`config.mk`:
```
export PLATFORM = sky130hd
export DESIGN_NAME = zx_spi_txq
export DESIGN_NICKNAME = d
export VERILOG_FILES = /design/src/rtl/zx_spi_txq.sv
export SDC_FILE = /design/constraint.sdc
export NUM_CORES = 1
export LEC_CHECK = 0
export CORE_UTILIZATION = 52
export DETAILED_ROUTE_END_ITERATION = 10
export PLACE_DENSITY = 0.75
export SETUP_SLACK_MARGIN = 0.02
export SYNTH_ARGS = -nofsm -noshare
export SYNTH_HDL_FRONTEND = slang
export SYNTH_SLANG_ARGS = --single-unit
export TNS_END_PERCENT = 100
```
`constraint.sdc`:
```
create_clock -name clk -period 3 [get_ports clk]
set_clock_uncertainty 0.15 [all_clocks]
set_input_delay 0.6 -clock clk [delete_from_list [all_inputs] [get_ports clk]]
set_output_delay 0.6 -clock clk [all_outputs]
set_load 0.02 [all_outputs]
```
`src/rtl/zx_spi_txq.sv`:
```
`timescale 1ns/1ps
// zx_spi_txq: TX/RX byte FIFOs between the Z80 data port and the SPI shifter, plus a
// sequencer that loads one TX byte at a time and collects each received byte.
module zx_spi_txq #(
    parameter int DEPTH_LOG2 = 3
) (
    input  logic                  clk,
    input  logic                  reset_L,
    input  logic                  cpu_wr,
    input  logic [7:0]            cpu_din,
    input  logic                  cpu_rd,
    output logic [7:0]            cpu_dout,
    input  logic                  rx_enable,
    input  logic                  clr_err,
    output logic                  tx_empty,
    output logic                  tx_full,
    output logic                  rx_empty,
    output logic                  rx_full,
    output logic [DEPTH_LOG2:0]   tx_level,
    output logic                  tx_ovf,
    output logic                  rx_unf,
    output logic                  xfer_active,
    output logic                  shift_load,
    output logic [7:0]            shift_data,
    input  logic                  shift_busy,
    input  logic [7:0]            shift_rx
);
    localparam int DEPTH = 1 << DEPTH_LOG2;
    localparam logic [DEPTH_LOG2:0] FULL = {1'b1, {DEPTH_LOG2{1'b0}}};

    typedef enum logic [2:0] {S_IDLE, S_LOAD, S_WAIT, S_SHIFT, S_CAPT} state_t;

    state_t                r_state;
    logic [7:0]            r_tx_mem [DEPTH];
    logic [7:0]            r_rx_mem [DEPTH];
    logic [DEPTH_LOG2-1:0] r_tx_wp, r_tx_rp, r_rx_wp, r_rx_rp;
    logic [DEPTH_LOG2:0]   r_tx_cnt, r_rx_cnt;
    logic                  r_keep_rx, r_tx_ovf, r_rx_unf, r_shift_load;
    logic [7:0]            r_shift_data;
    logic                  w_tx_push, w_tx_pop, w_rx_push, w_rx_pop, w_go;
    logic [DEPTH_LOG2:0]   w_rx_cnt_nxt;

    assign w_tx_push    = cpu_wr && r_tx_cnt != FULL;
    assign w_tx_pop     = r_state == S_LOAD;
    assign w_rx_push    = r_state == S_CAPT && r_keep_rx;
    assign w_rx_pop     = cpu_rd && r_rx_cnt != '0;
    assign w_rx_cnt_nxt = r_rx_cnt + (DEPTH_LOG2+1)'(w_rx_push) - (DEPTH_LOG2+1)'(w_rx_pop);
    // RX fullness is judged after this edge's push so a CAPTURE->LOAD hop can never overrun RX
    assign w_go         = r_tx_cnt != '0 && (!rx_enable || w_rx_cnt_nxt != FULL);

    assign cpu_dout    = (r_rx_cnt == '0) ? 8'h00 : r_rx_mem[r_rx_rp];
    assign tx_empty    = r_tx_cnt == '0;
    assign tx_full     = r_tx_cnt == FULL;
    assign rx_empty    = r_rx_cnt == '0;
    assign rx_full     = r_rx_cnt == FULL;
    assign tx_level    = r_tx_cnt;
    assign tx_ovf      = r_tx_ovf;
    assign rx_unf      = r_rx_unf;
    assign xfer_active = r_state != S_IDLE || r_tx_cnt != '0;
    assign shift_load  = r_shift_load;
    assign shift_data  = r_shift_data;

    always_ff @(posedge clk) begin
        if (w_tx_push) r_tx_mem[r_tx_wp] <= cpu_din;
        if (w_rx_push) r_rx_mem[r_rx_wp] <= shift_rx;
    end

    always_ff @(posedge clk) begin
        if (!reset_L) begin
            r_state      <= S_IDLE;
            r_tx_wp      <= '0;
            r_tx_rp      <= '0;
            r_rx_wp      <= '0;
            r_rx_rp      <= '0;
            r_tx_cnt     <= '0;
            r_rx_cnt     <= '0;
            r_keep_rx    <= 1'b0;
            r_tx_ovf     <= 1'b0;
            r_rx_unf     <= 1'b0;
            r_shift_load <= 1'b0;
            r_shift_data <= 8'h00;
        end else begin
            if (w_tx_push) r_tx_wp <= r_tx_wp + DEPTH_LOG2'(1);
            if (w_tx_pop)  r_tx_rp <= r_tx_rp + DEPTH_LOG2'(1);
            if (w_rx_push) r_rx_wp <= r_rx_wp + DEPTH_LOG2'(1);
            if (w_rx_pop)  r_rx_rp <= r_rx_rp + DEPTH_LOG2'(1);
            r_tx_cnt     <= r_tx_cnt + (DEPTH_LOG2+1)'(w_tx_push) - (DEPTH_LOG2+1)'(w_tx_pop);
            r_rx_cnt     <= w_rx_cnt_nxt;
            r_tx_ovf     <= (cpu_wr && r_tx_cnt == FULL) || (r_tx_ovf && !clr_err);
            r_rx_unf     <= (cpu_rd && r_rx_cnt == '0) || (r_rx_unf && !clr_err);
            r_shift_load <= 1'b0;
            if ((r_state == S_IDLE || r_state == S_CAPT) && w_go) begin
                r_state      <= S_LOAD;
                r_shift_load <= 1'b1;
                r_shift_data <= r_tx_mem[r_tx_rp];
                r_keep_rx    <= rx_enable;
            end else begin
                case (r_state)
                    S_LOAD:  r_state <= S_WAIT;
                    S_WAIT:  r_state <= shift_busy ? S_SHIFT : S_WAIT;
                    S_SHIFT: r_state <= shift_busy ? S_SHIFT : S_CAPT;
                    default: r_state <= S_IDLE;
                endcase
            end
        end
    end
endmodule

```
Word level (Yosys, flattened, before mapping)
Memory sizes are Yosys's and may differ from the RTL's. A register that Yosys moved wholly into a read port is not among the register bits.
Index checks and enable logic that the tools add are counted.
{"block": "totals", "ramBits": 128, "reg_bits": 27, "mem_count": 2, "output_inout_bits": 28}
{"block": "op_classes", "reduce_logical": 24, "muxes": 12, "bitwise_logic": 1, "n_eq_ne": 8, "addsub": 8}
{"memory": "r_rx_mem", "depth": 8, "width": 8, "rd": 1, "rd_ports_with_merged_regs": 1, "wr": 1, "line_no": "35", "text": "logic [7:0] r_rx_mem [DEPTH];"}
{"memory": "r_tx_mem", "depth": 8, "width": 8, "rd": 1, "rd_ports_with_merged_regs": 1, "wr": 1, "line_no": "34", "text": "logic [7:0] r_tx_mem [DEPTH];"}
{"cell": "3-bit by 1-bit adder with 3-bit output, second input constant", "count": 4}
{"cell": "1-bit logical AND", "count": 9}
{"cell": "3-bit two-way mux", "count": 3}
{"cell": "3-bit case mux with 3 select lines", "count": 1}
{"cell": "4-bit by 1-bit adder with 4-bit output", "count": 2}
{"cell": "4-bit equality test, second input constant", "count": 2}
{"cell": "4-bit zero test", "count": 2}
{"cell": "8-bit two-way mux", "count": 1}
{"cell": "4-bit != test, second input constant", "count": 2}
{"cell": "4-bit nonzero test", "count": 2}
{"cell": "4-bit by 1-bit subtractor with 4-bit output", "count": 2}
{"cell": "1-bit two-way mux", "count": 7}
{"cell": "3-bit by 2-bit equality test with 1-bit output, second input constant", "count": 2}
{"cell": "1-bit logical OR", "count": 5}
{"cell": "3-bit by 1-bit equality test with 1-bit output, second input constant", "count": 1}
{"cell": "3-bit equality test, second input constant", "count": 1}
{"cell": "1-bit zero test", "count": 3}
{"cell": "3-bit zero test", "count": 1}
{"cell": "3-bit nonzero test", "count": 1}
{"cell": "2-bit OR reduction", "count": 1}
{"cell": "1-bit NOT", "count": 1}

Logic depth before layout (Yosys ltp)
Gate-level depths: netlist (run 1).
{"block": "logic_depth", "ltp_word": 9, "depth_mapped": 14}

Worst setup path before layout (run 1)
OpenSTA, ideal clock, no wires.
{"block": "synth_timing", "path_kind": "reg2reg", "from": "reg r_rx_cnt[2]", "to": "reg r_shift_data[0], in the netlist shift_data[0], read port of r_tx_mem", "path_slack_ps": -117, "stages_incl_launch_ff": 15, "setup_time_ps": 88, "required_ps": 2762, "synth_period_minus_slack_ps": 3117, "arrival_time_ps": 2879, "path_cell_list": "dfxtp_1 > inv_1 > ha_1 > or3b_1 > clkbuf_1 > nand2_1 > xnor2_1 > ha_1 > inv_1 > fa_1 > xnor2_1 > o311a_1 > a311o_1 > buf_6 > o32ai_2"}
{"block": "synth_via", "elab_chain_len": 7, "elab_cells_between_ends": 8}
{"element": "start, declared", "line_no": "37", "text": "logic [DEPTH_LOG2:0] r_tx_cnt, r_rx_cnt;"}
{"element": "start signal, assigned", "line_no": "88", "text": "r_rx_cnt <= w_rx_cnt_nxt;"}
{"element": "parallel branches: the longest is 2 deep, another holds 4-bit by 1-bit adder with 4-bit output"}
{"element": "4-bit by 1-bit subtractor with 4-bit output (*)", "line_no": "47", "text": "assign w_rx_cnt_nxt = r_rx_cnt + (DEPTH_LOG2+1)'(w_rx_push) - (DEPTH_LOG2+1)'(w_rx_pop);"}
{"element": "4-bit != test (*)", "line_no": "49", "text": "assign w_go = r_tx_cnt != '0 && (!rx_enable || w_rx_cnt_nxt != FULL);"}
{"element": "1-bit logical OR (*)", "line_no": "49"}
{"element": "1-bit logical AND (*)", "line_no": "49"}
{"element": "1-bit logical AND (*)", "line_no": "92", "text": "if ((r_state == S_IDLE || r_state == S_CAPT) && w_go) begin"}
{"element": "end, declared", "line_no": "39", "text": "logic [7:0] r_shift_data;"}
Every way passes the cells marked *.
A chain may end at the register's enable or synchronous reset.

Final worst setup path (run 1)
{"block": "layout_timing", "from": "reg r_rx_cnt[3]", "to": "reg r_shift_data[0], in the netlist shift_data[0], read port of r_tx_mem"}
The elaborated chain is that of the path after synthesis.

==> reports/metrics.csv, run 1 <==
stage;metric;value;unit
sta;final worst setup slack;-46.67;ps
sta;final hold vios;0;
sta;final setup vio count;9;
synthesis;Post-synth EDFFs;128;
synthesis;top cells by count, synth;edfxtp_1 (128), dfxtp_1 (38), mux4_2 (32), nor2_1 (29), inv_1 (24);
synthesis;Most used DFF post-synth;edfxtp_1;
final_layout;fin nets;526;
drt;Total Wirelength;12810;um
setup_path;Worst EP arrival;3220;ps
setup_path;crit path cell chain;inv_1, ha_1, or3b_4, nand2_4, xnor2_2, ha_2, inv_2, fa_2, nand2_2, o311a_1, a311o_1, buf_6, o32ai_2;
drt;number of DRC markers in iteration 0;247;
grt;grt met3 use;5.282;%
sta;measured slew at the worst slew-check pin;882.1;ps
pwr;PwrDens;916.4;nW/um^2
floorplan;core area;12620;um^2
drt;Post-route DRC;0;
final_layout;layout cells sized above 1;25.65;%
final_layout;Area growth syn-to-layout;23.54;%
final_layout;# fillers;897;
sta;Tcrit/Tclk final;101.6;%
floorplan;cell row count;41;
setup_path;critical path type;reg -> reg;
setup_path;critical path launch point type;flip-flop;
clocking;clock tree buffer depth;2;
clocking;CTS tree;yes;
grt;first-pass GRT wire length;20000;um
placed_design;Post-DP HPWL;8231;um
drt;via total after detailed routing;3579;
synthesis;area share of the largest cell type after synthesis;57.17;%
drt;post-route ant nets;0;
setup_path;Crit path largest cell delay;530;ps
outcome;failing checks;setup timing;
synthesis;synth unique cells;41;
placed_design;I/O Buffers;50;
hold_path;Hold Path Class;reg -> reg;
synthesis;average instance area after synthesis;16.89;um^2
setup_path;CP max FO;9;
grt;initial antenna violation count;0;
sta;setup TNS;-266.9;ps
flow_run;Max-cap violations;0;
clocking;CTS H-tree lvls;4;
grt;met1 Use GR;25.16;%
synthesis;top cells by area, synth;edfxtp_1 (57%), dfxtp_1 (11%), mux4_2 (11%);
floorplan;io pins;51;
clocking;clk_lat worst skew;420;ps
setup_path;critical path endpoint category;flip-flop;
synthesis;YS warnings;0;
floorplan;DIE WIDTH;115.7;um
grt;number of global-route vias before repair;3728;
synthesis;synthesized area;6723;um^2
synthesis;Post-Synthesis Cells;398;
clocking;TritonCTS sink count;166;
setup_path;top cell family by delay on the critical path;adder cells;
drt;DR vias/cell;5.334;
sta;min cycle time layout;3047;ps
sta;Slew Viols, Final;0;
clocking;Root Driver;clkbuf_16;
synthesis;Seq/Total Area, Yosys;68.49;%
grt;grt peak-use layer;met2;
synthesis;async set-or-reset flop fraction in the synthesized netlist;0;%
setup_path;Slowest-stage cell, CP;fa_2;
final_layout;Final Util;65.81;%
drt;drt pass-1 iters;4;
final_layout;area of the multi-input gates;1972;um^2
drt;Routed wire per std cell;19.09;um
synthesis;most common cell in the netlist;edfxtp_1;
clocking;Reg clk slew, reported paths;70;ps
sta;RSZ-0062 raised after global routing;true;
grt;grt met2 use;36.73;%
pwr;Leakage;0.002839;uW
grt;largest net degree at the start of global routing;19;
synthesis;Net Count, Synth;438;
floorplan;Die ar.;13390;um^2
final_layout;Inserted Diodes;0;
placed_design;Placer Congestion;0.8080;
grt;Global Route Usage Sum;21.24;%
grt;Overflow after GRT;0;
setup_path;WP data required;3180;ps
floorplan;die height;115.7;um
sta;max_slew headroom;41.12;%
outcome;status;complete, but fails checks;
synthesis;synthesis-stage register bit count;166;
setup_path;Worst Path Buf+Inv;3;
final_layout;register area;4606;um^2
pwr;Max VDD drop;520.1;uV
floorplan;starting density of the core;53.27;%
synthesis;largest area contributor in the netlist;edfxtp_1;
sta;Fmax;0.3282;GHz
clocking;TritonCTS Buffers;17;
==> per-layer routing <==
layer	vias to the layer above	routed length (um)
met5	-	0
li1	1692	-
met3	19	465
met2	83	6796
met1	1785	5339
met4	0	209
==> power breakdown <==
group          internal, uW  switching (uW)
combinational          1220            1210
clock                  1410             924
sequential             2680             162
==> tightest hold or removal path, delay by kind of cell, from the launching register on <==
kind | cells | cell delay [ps]
buffers and inverters | 1 | 70
AOI/OAI and AO/OA | 1 | 60
DFF | 1 | 320
==> worst paths after layout <==
path,start,end,slack [ps],cells after the start
hold reg to reg,shift_data[5],shift_data[5],340,2
hold / removal,shift_data[5],shift_data[5],340,2
setup reg to reg,r_rx_cnt[3],shift_data[0],-50,13
setup / recovery,r_rx_cnt[3],shift_data[0],-50,13
==> cell families (layout without fill, tap and decap cells) <==
| logic type | count (synthesis) | in the layout | share of synthesized area (%) |
|---|---|---|---|
| flip-flops | 166 | 166 | 68.49 |
| AND/OR/NAND/NOR | 89 | 89 | 6.756 |
| multiplexers | 49 | 49 | 13.25 |
| buffers and inverters | 41 | 142 | 2.661 |
| AO/OA/AOI/OAI | 25 | 25 | 4.020 |
| adder cells (fa/ha/maj) | 17 | 17 | 3.387 |
| XOR/XNOR | 11 | 11 | 1.433 |
==> layout by cell type (no fill, tap or decap), types with 3 or more instances in the layout <==
cell	n
xnor2_1	6
bufinv_16	4
nand3_1	7
inv_1	21
ha_1	14
and2_1	9
clkbuf_16	17
nor3_1	8
nor2b_1	4
mux4_2	32
mux2i_1	17
edfxtp_1	128
a21oi_1	8
nand2_1	14
nor2_1	29
nand2b_1	5
buf_4	33
o32ai_2	9
inv_6	4
or3b_4	3
xor2_1	3
dfxtp_1	37
dlygate4sd2_1	10
clkdlybuf4s50_1	39
inv_2	3
==> final cells by class <==
type,count,area share (%)
Tap cell,172,2.591
Timing Repair Buffer,85,9.355
Clock inverter,15,2.576
Inverter,25,1.160
Clock buffer,17,5.122
Multi-Input combinational cell,191,23.74
Sequential cell,166,55.45
==> state kept, by name, indices dropped and copies added (netlist names), named ones only <==
name and flops:
r_keep_rx 1, r_rx_cnt 4, r_rx_mem 64, r_rx_rp 3, r_rx_wp 3, r_state 3
r_tx_mem 64, r_tx_rp 3, r_tx_wp 3, rx_unf 1, shift_data 8, shift_load 1
tx_level 4, tx_ovf 1
==> repair_timing <==
action                                 4_1_cts  5_1_grt
setup endpoints to repair                   22       12
gates resized for setup                     18        4
pin swaps                                    1        2
setup buffers                                0        0
endpoints found under the hold margin        0        0
hold buffers                                 0        0
==> stage by stage <==
stage	total power (uW)	std cells	area (um^2)	hold WS [ps]	setup WS, ps
6_report	7611	671	8305	342.3	-46.67
5_1_grt	7987	671	8305	363.1	-145.5
4_1_cts	7678	671	8308	347.9	-55.31
3_5_place_dp	5346	639	7659	337.2	-342.5
3_3_place_gp	5286	639	7659	320.4	-239.8
2_1_floorplan	4448	398	6741	307.9	-6.372
Power figures use the tool's default switching activity.
==> inputs of run 2 (changes only) <==
--- a/config.mk
+++ b/config.mk
@@ -8,6 +8,8 @@
 export CORE_UTILIZATION = 52
 export DETAILED_ROUTE_END_ITERATION = 10
+export GPL_TIMING_DRIVEN = 0
 export PLACE_DENSITY = 0.75
 export SETUP_SLACK_MARGIN = 0.02
+export SLEW_MARGIN = 0
 export SYNTH_ARGS = -nofsm -noshare
 export SYNTH_HDL_FRONTEND = slang
==> constraint.sdc (replaced) <==
create_clock -name clk -period 3 [get_ports clk]
set_clock_uncertainty 0.15 [all_clocks]
set_input_delay 0.3 -clock clk [delete_from_list [all_inputs] [get_ports clk]]
set_output_delay 0.3 -clock clk [all_outputs]
set_load 0.02 [all_outputs]
==> run 2 against run 1 <==
Net effect: the flow still finishes with violations (setup timing); power is 0.79% lower; first-iteration DRC count is 7.3% lower; register-to-register slack worse by 110 ps; hold slack worse by 0.88 ps; design area is 0.21% lower; sequential share of layout area is 0.13 points higher; combinational power is 7% higher; critical path depth stayed put; via count is 0.36% higher; wire length is 2.9% lower; utilization is 0.14 points lower; highest routed layer unchanged.
==> reports/metrics.csv, run 2 (synthesized netlist as in run 1, its figures left out) <==
stage;metric;value;unit;change
outcome;status;complete, but fails checks;;
outcome;failing checks;setup timing;;
setup_path;CP max FO;5;;-4
floorplan;core area;12620;um^2;unchanged
grt;initial antenna violation count;0;;unchanged
clocking;TritonCTS sink count;166;;unchanged
grt;first-pass GRT wire length;19300;um;-3.5%
setup_path;critical path type;reg -> reg;;
clocking;Reg clk slew, reported paths;60;ps;about the same
pwr;PwrDens;911.1;nW/um^2;-0.58%
drt;Total Wirelength;12440;um;-2.9%
pwr;Max VDD drop;458.4;uV;-12%
floorplan;starting density of the core;53.27;%;unchanged
placed_design;Placer Congestion;0.7901;;-2.2%
clocking;CTS H-tree lvls;4;;unchanged
clocking;CTS tree;yes;;
sta;final hold vios;0;;unchanged
setup_path;Worst EP arrival;3350;ps;+130 ps
grt;number of global-route vias before repair;3669;;-1.6%
clocking;Root Driver;clkbuf_16;;
placed_design;worst slack at placement;-201.0;ps;+141.5 ps
floorplan;cell row count;41;;unchanged
setup_path;R2R depth;13;;unchanged
grt;largest net degree at the start of global routing;17;;-2
final_layout;# fillers;884;;-1.4%
pwr;Power Total;7551;uW;-0.79%
final_layout;layout cells sized above 1;25.71;%;+0.057 points
drt;drt pass-1 iters;4;;unchanged
setup_path;critical path endpoint category;flip-flop;;
sta;max_slew headroom;14.89;%;-26 points
sta;measured slew at the worst slew-check pin;1267;ps;+384.8 ps
final_layout;fin nets;521;;-0.95%
clocking;TritonCTS Buffers;17;;unchanged
drt;post-route ant nets;0;;unchanged
sta;min cycle time layout;3156;ps;+109.8 ps
floorplan;io pins;51;;unchanged
sta;Slew Viols, Final;0;;unchanged
flow_run;Max-cap violations;0;;unchanged
final_layout;fin cells;666;;-0.75%
drt;DR vias/cell;5.393;;+1.1%
grt;Overflow after GRT;0;;unchanged
final_layout;commonest non-fill, non-tap cell in the layout;edfxtp_1;;
floorplan;die height;115.7;um;unchanged
hold_path;Hold Path Class;reg -> reg;;
drt;Routed wire per std cell;18.68;um;-2.2%
sta;RSZ-0062 raised after global routing;true;;
hold_path;Min-Delay Path Depth;2;;unchanged
sta;final setup vio count;11;;+2
floorplan;DIE WIDTH;115.7;um;unchanged
drt;via total after detailed routing;3592;;+0.36%
sta;setup TNS;-1327;ps;-1060 ps
drt;number of DRC markers in iteration 0;229;;-7.3%
floorplan;Die ar.;13390;um^2;unchanged
placed_design;Inst Count DP;621;;-2.8%
final_layout;Inserted Diodes;0;;unchanged
final_layout;most frequent cells in the layout;edfxtp_1 (128), clkdlybuf4s50_1 (47), dfxtp_1 (36);;
placed_design;I/O Buffers;50;;unchanged
drt;Post-route DRC;0;;unchanged
clocking;clock tree buffer depth;2;;unchanged
sta;Tcrit/Tclk final;105.2;%;+3.7 points
sta;Fmax;0.3168;GHz;-3.5%
pwr;Leakage;0.002787;uW;-1.8%
grt;Global Route Usage Sum;20.41;%;-0.83 points
setup_path;WP data required;3190;ps;about the same
clocking;clk_lat worst skew;430;ps;about the same
sta;final worst setup slack;-156.5;ps;-109.8 ps
placed_design;Post-DP HPWL;7940;um;-3.5%
final_layout;Area growth syn-to-layout;23.28;%;
setup_path;critical path launch point type;flip-flop;;
-- run 2: changes by cell type in the layout (fill, tap and decap cells not counted), moves of 4 or more --
| cell | before | now |
|---|---|---|
| dlygate4sd2_1 | 10 | 1 |
| nor3_1 | 8 | 4 |
| clkbuf_1 | 0 | 4 |
| buf_4 | 33 | 15 |
| clkinv_2 | 0 | 5 |
| nor3_2 | 0 | 4 |
| buf_2 | 0 | 4 |
| clkdlybuf4s50_1 | 39 | 47 |
-- run 2: layer usage --
| layer | part of all wire [%] | GRT usage (%) |
|---|---|---|
| met5 | 0 | 0 |
| met4 | 1.7 | 8.803 |
| met3 | 4.0 | 5.335 |
| met2 | 53 | 35.33 |
| met1 | 42 | 24.21 |
-- run 2: final cells by class --
cell class              count  area (um^2)  area share, %
plain buffers              14        97.59          1.178
clock buffers              17        425.4          5.133
clock inverters            15        152.6          1.842
inverters                  25        93.84          1.132
multi-input cells         191         2067          24.94
flip-flops and latches    166         4607          55.59
well taps                 172        215.2          2.597
repair buffers             66        629.4          7.594
-- run 2: worst paths after layout --
kind / startpoint / endpoint / slack, ps
hold / removal: r_tx_wp[0] / r_tx_wp[0] / 340
setup reg to reg: r_rx_cnt[2] / shift_data[2] / -160
hold reg to reg: r_tx_wp[0] / r_tx_wp[0] / 340
setup / recovery: r_rx_cnt[2] / shift_data[2] / -160
-- run 2: report_power, final --
part	switching, uW	leakage [uW]	internal (uW)
combinational	1300	0.00103	1320
clock	880	0.000291	1230
sequential	139	0.00147	2690
-- run 2: worst max-delay path: stages, from the launching register on --
cell and delay [ps]:
dfxtp_2 310, inv_2 70, ha_4 120, or3b_4 410, nand2_8 90, xnor2_4 140, ha_4 170, inv_2 40
fa_2 540, nand2_2 60, o311a_1 280, a311o_1 400, buf_6 180, o32ai_2 110
-- run 2: repair_timing --
action,in CTS,in global routing
resized for setup,19,13
pin swaps,2,13
endpoints found under the setup margin,20,18
setup buffers,6,6
hold buffers,0,0
cloned,2,0
-- run 2: stage by stage --
step | util (%) | area, um^2 | hold slack [ps]
3_3_place_gp | 59.09 | 7457 | 315.5
5_1_grt | 65.68 | 8288 | 357.3
4_1_cts | 64.76 | 8173 | 331.5
3_5_place_dp | 59.24 | 7476 | 322.5
2_1_floorplan | - | 6741 | 229.0
6_report | 65.68 | 8288 | 341.4
==> inputs of run 3 (changes only) <==
Settings changed: CORE_ASPECT_RATIO from default to 0.75.
==> run 3 against run 2 <==
Net effect: the run still ends with setup timing left; first-iteration DRC count up 38%; wire length up 5.1%; register-to-register slack better by 20 ps; highest routed layer unchanged.
==> reports/metrics.csv, run 3 (synthesized netlist as in run 1, its figures left out) <==
stage;metric;value;unit;change
outcome;failing checks;setup timing;;
sta;final hold vios;0;;unchanged
setup_path;CP max FO;5;;unchanged
drt;Routed wire per std cell;19.90;um;+6.5%
outcome;status;complete, but fails checks;;
floorplan;starting density of the core;54.05;%;+0.78 points
final_layout;most frequent cells in the layout;edfxtp_1 (128), clkdlybuf4s50_1 (46), dfxtp_1 (37);;
floorplan;core area;12440;um^2;-1.4%
sta;Tcrit/Tclk final;104.6;%;-0.61 points
sta;final worst setup slack;-138.2;ps;+18.22 ps
setup_path;Slowest-stage cell, CP;fa_2;;
drt;Post-route DRC;0;;unchanged
grt;number of global-route vias before repair;3760;;+2.5%
clocking;Reg clk slew, reported paths;70;ps;about the same
flow_run;Max-cap violations;0;;unchanged
drt;DR vias/cell;5.545;;+2.8%
grt;initial antenna violation count;0;;unchanged
setup_path;Crit path largest cell delay;540;ps;about the same
grt;Global Route Usage Sum;21.29;%;+0.88 points
sta;measured slew at the worst slew-check pin;899.9;ps;-366.9 ps
setup_path;WP data required;3170;ps;-20 ps
drt;number of DRC markers in iteration 0;317;;+38%
pwr;Max VDD drop;548.9;uV;+20%
final_layout;post-route cell area;8219;um^2;-0.83%
pwr;PwrDens;912.1;nW/um^2;+0.12%
clocking;TritonCTS sink count;166;;unchanged
sta;RSZ-0062 raised after global routing;true;;
floorplan;Die ar.;13390;um^2;about the same
final_layout;layout cells sized above 1;25.25;%;-0.45 points
setup_path;crit path cell chain;inv_2, ha_1, or3b_4, nand2_4, xnor2_2, ha_2, inv_2, fa_2, nand2_2, o311a_1, a311o_1, buf_6, o32ai_2;;
floorplan;io pins;51;;unchanged
sta;Slew Viols, Final;0;;unchanged
grt;largest net degree at the start of global routing;17;;unchanged
final_layout;commonest non-fill, non-tap cell in the layout;edfxtp_1;;
clocking;CTS H-tree lvls;4;;unchanged
setup_path;critical path launch point type;flip-flop;;
sta;max_slew headroom;39.68;%;+25 points
final_layout;# fillers;855;;-3.3%
clocking;Root Driver;clkbuf_16;;
sta;min cycle time layout;3138;ps;-18.22 ps
pwr;Leakage;0.002746;uW;-1.5%
clocking;clock tree buffer depth;2;;unchanged
sta;Fmax;0.3187;GHz;+0.58%
drt;post-route ant nets;0;;unchanged
setup_path;critical path endpoint category;flip-flop;;
setup_path;FF-to-FF Start;r_rx_cnt[2];;
placed_design;worst slack at placement;-192.4;ps;+8.629 ps
drt;via total after detailed routing;3643;;+1.4%
setup_path;Worst EP arrival;3310;ps;-40 ps
setup_path;Worst Setup EP;shift_data[5];;
setup_path;critical path type;reg -> reg;;
clocking;CTS tree;yes;;
setup_path;R2R depth;13;;unchanged
grt;first-pass GRT wire length;20550;um;+6.5%
grt;Overflow after GRT;0;;unchanged
placed_design;Placed Area;7478;um^2;about the same
floorplan;cell row count;35;;-15%
final_layout;Area growth syn-to-layout;22.26;%;
final_layout;fin nets;519;;-0.38%
placed_design;Post-DP HPWL;8278;um;+4.3%
floorplan;DIE WIDTH;133.3;um;+15%
setup_path;Crit Reg-Reg Endpoint;shift_data[5];;
hold_path;Hold Path Class;reg -> reg;;
setup_path;most used cell along the critical path;inv_2;;
setup_path;r2r setup slk;-140;ps;+20 ps
clocking;TritonCTS Buffers;17;;unchanged
final_layout;Inserted Diodes;0;;unchanged
drt;drt pass-1 iters;4;;unchanged
placed_design;I/O Buffers;50;;unchanged
placed_design;Placer Congestion;0.7826;;-0.95%
sta;final setup vio count;11;;unchanged
setup_path;Worst Setup SP;r_rx_cnt[2];;
clocking;clk_lat worst skew;410;ps;-20 ps
drt;Total Wirelength;13070;um;+5.1%
floorplan;die height;100.5;um;-13%
## run 3: final cells by class
| type | instances | area (um^2) | share of cell area, % |
|---|---|---|---|
| clock buffers | 18 | 429.2 | 5.222 |
| inverters | 25 | 93.84 | 1.142 |
| well taps | 166 | 207.7 | 2.527 |
| flip-flops and latches | 166 | 4606 | 56.04 |
| repair buffers | 64 | 619.3 | 7.535 |
| multi-input cells | 191 | 2044 | 24.87 |
| clock inverters | 13 | 125.1 | 1.522 |
| plain buffers | 14 | 93.84 | 1.142 |
## run 3: stage by stage
stage	power [uW]	hold WS (ps)	cells	utilization (%)	TNS (ps)
final	7497	335.3	657	66.09	-1220
after global routing	7843	356.9	657	66.09	-2356
after CTS	7495	324.0	655	65.62	-1749
after detailed placement	5215	311.8	615	60.13	-1709
after global placement	5158	312.5	614	59.90	-1725
after floorplan	4448	229.0	398	-	-57.12
## run 3: worst min path at each step
stage | from | endpoint | slack, ps | depth (start not counted)
finish | shift_data[6] | shift_data[6] | 340 | 2
CTS | shift_data[3] | shift_data[3] | 320 | 2
global route | shift_data[6] | shift_data[6] | 360 | 2
detailed placement | shift_data[6] | shift_data[6] | 310 | 2
floorplan | shift_busy | r_state[2] | 230 | 1
global placement | shift_data[6] | shift_data[6] | 310 | 2
## run 3: what timing repair did
| action | 4_1_cts | 5_1_grt |
|---|---|---|
| gates cloned | 2 | 0 |
| endpoints found under the setup margin | 20 | 18 |
| hold buffers | 0 | 0 |
| gates resized for setup | 18 | 10 |
| pin swaps | 9 | 14 |
| buffers inserted | 8 | 2 |
## run 3: worst max-delay path: cells and delay by family (launching register included)
family	cells	cell delay (ps)
xor+xnor	1	130
buf+inv	3	270
compound gates	3	760
flops	1	310
simple gates	3	540
fa+ha+maj	3	890
## run 3: routing by layer
layer  track usage, %  vias to the layer above  wire length (um)
li1                 -                     1679                 -
met1            28.77                     1844              5795
met2            34.13                      111              6321
met3            6.184                        9               841
met4            5.769                        0               113
met5                0                        -                 0
## run 3: where the power goes
group	leakage (uW)	total, uW	internal [uW]	switching (uW)
Combinational	0.00103	2640	1320	1320
Clock	0.000249	2030	1150	888
Sequential	0.00147	2820	2680	139
Total	0.00275	7500	5150	2350
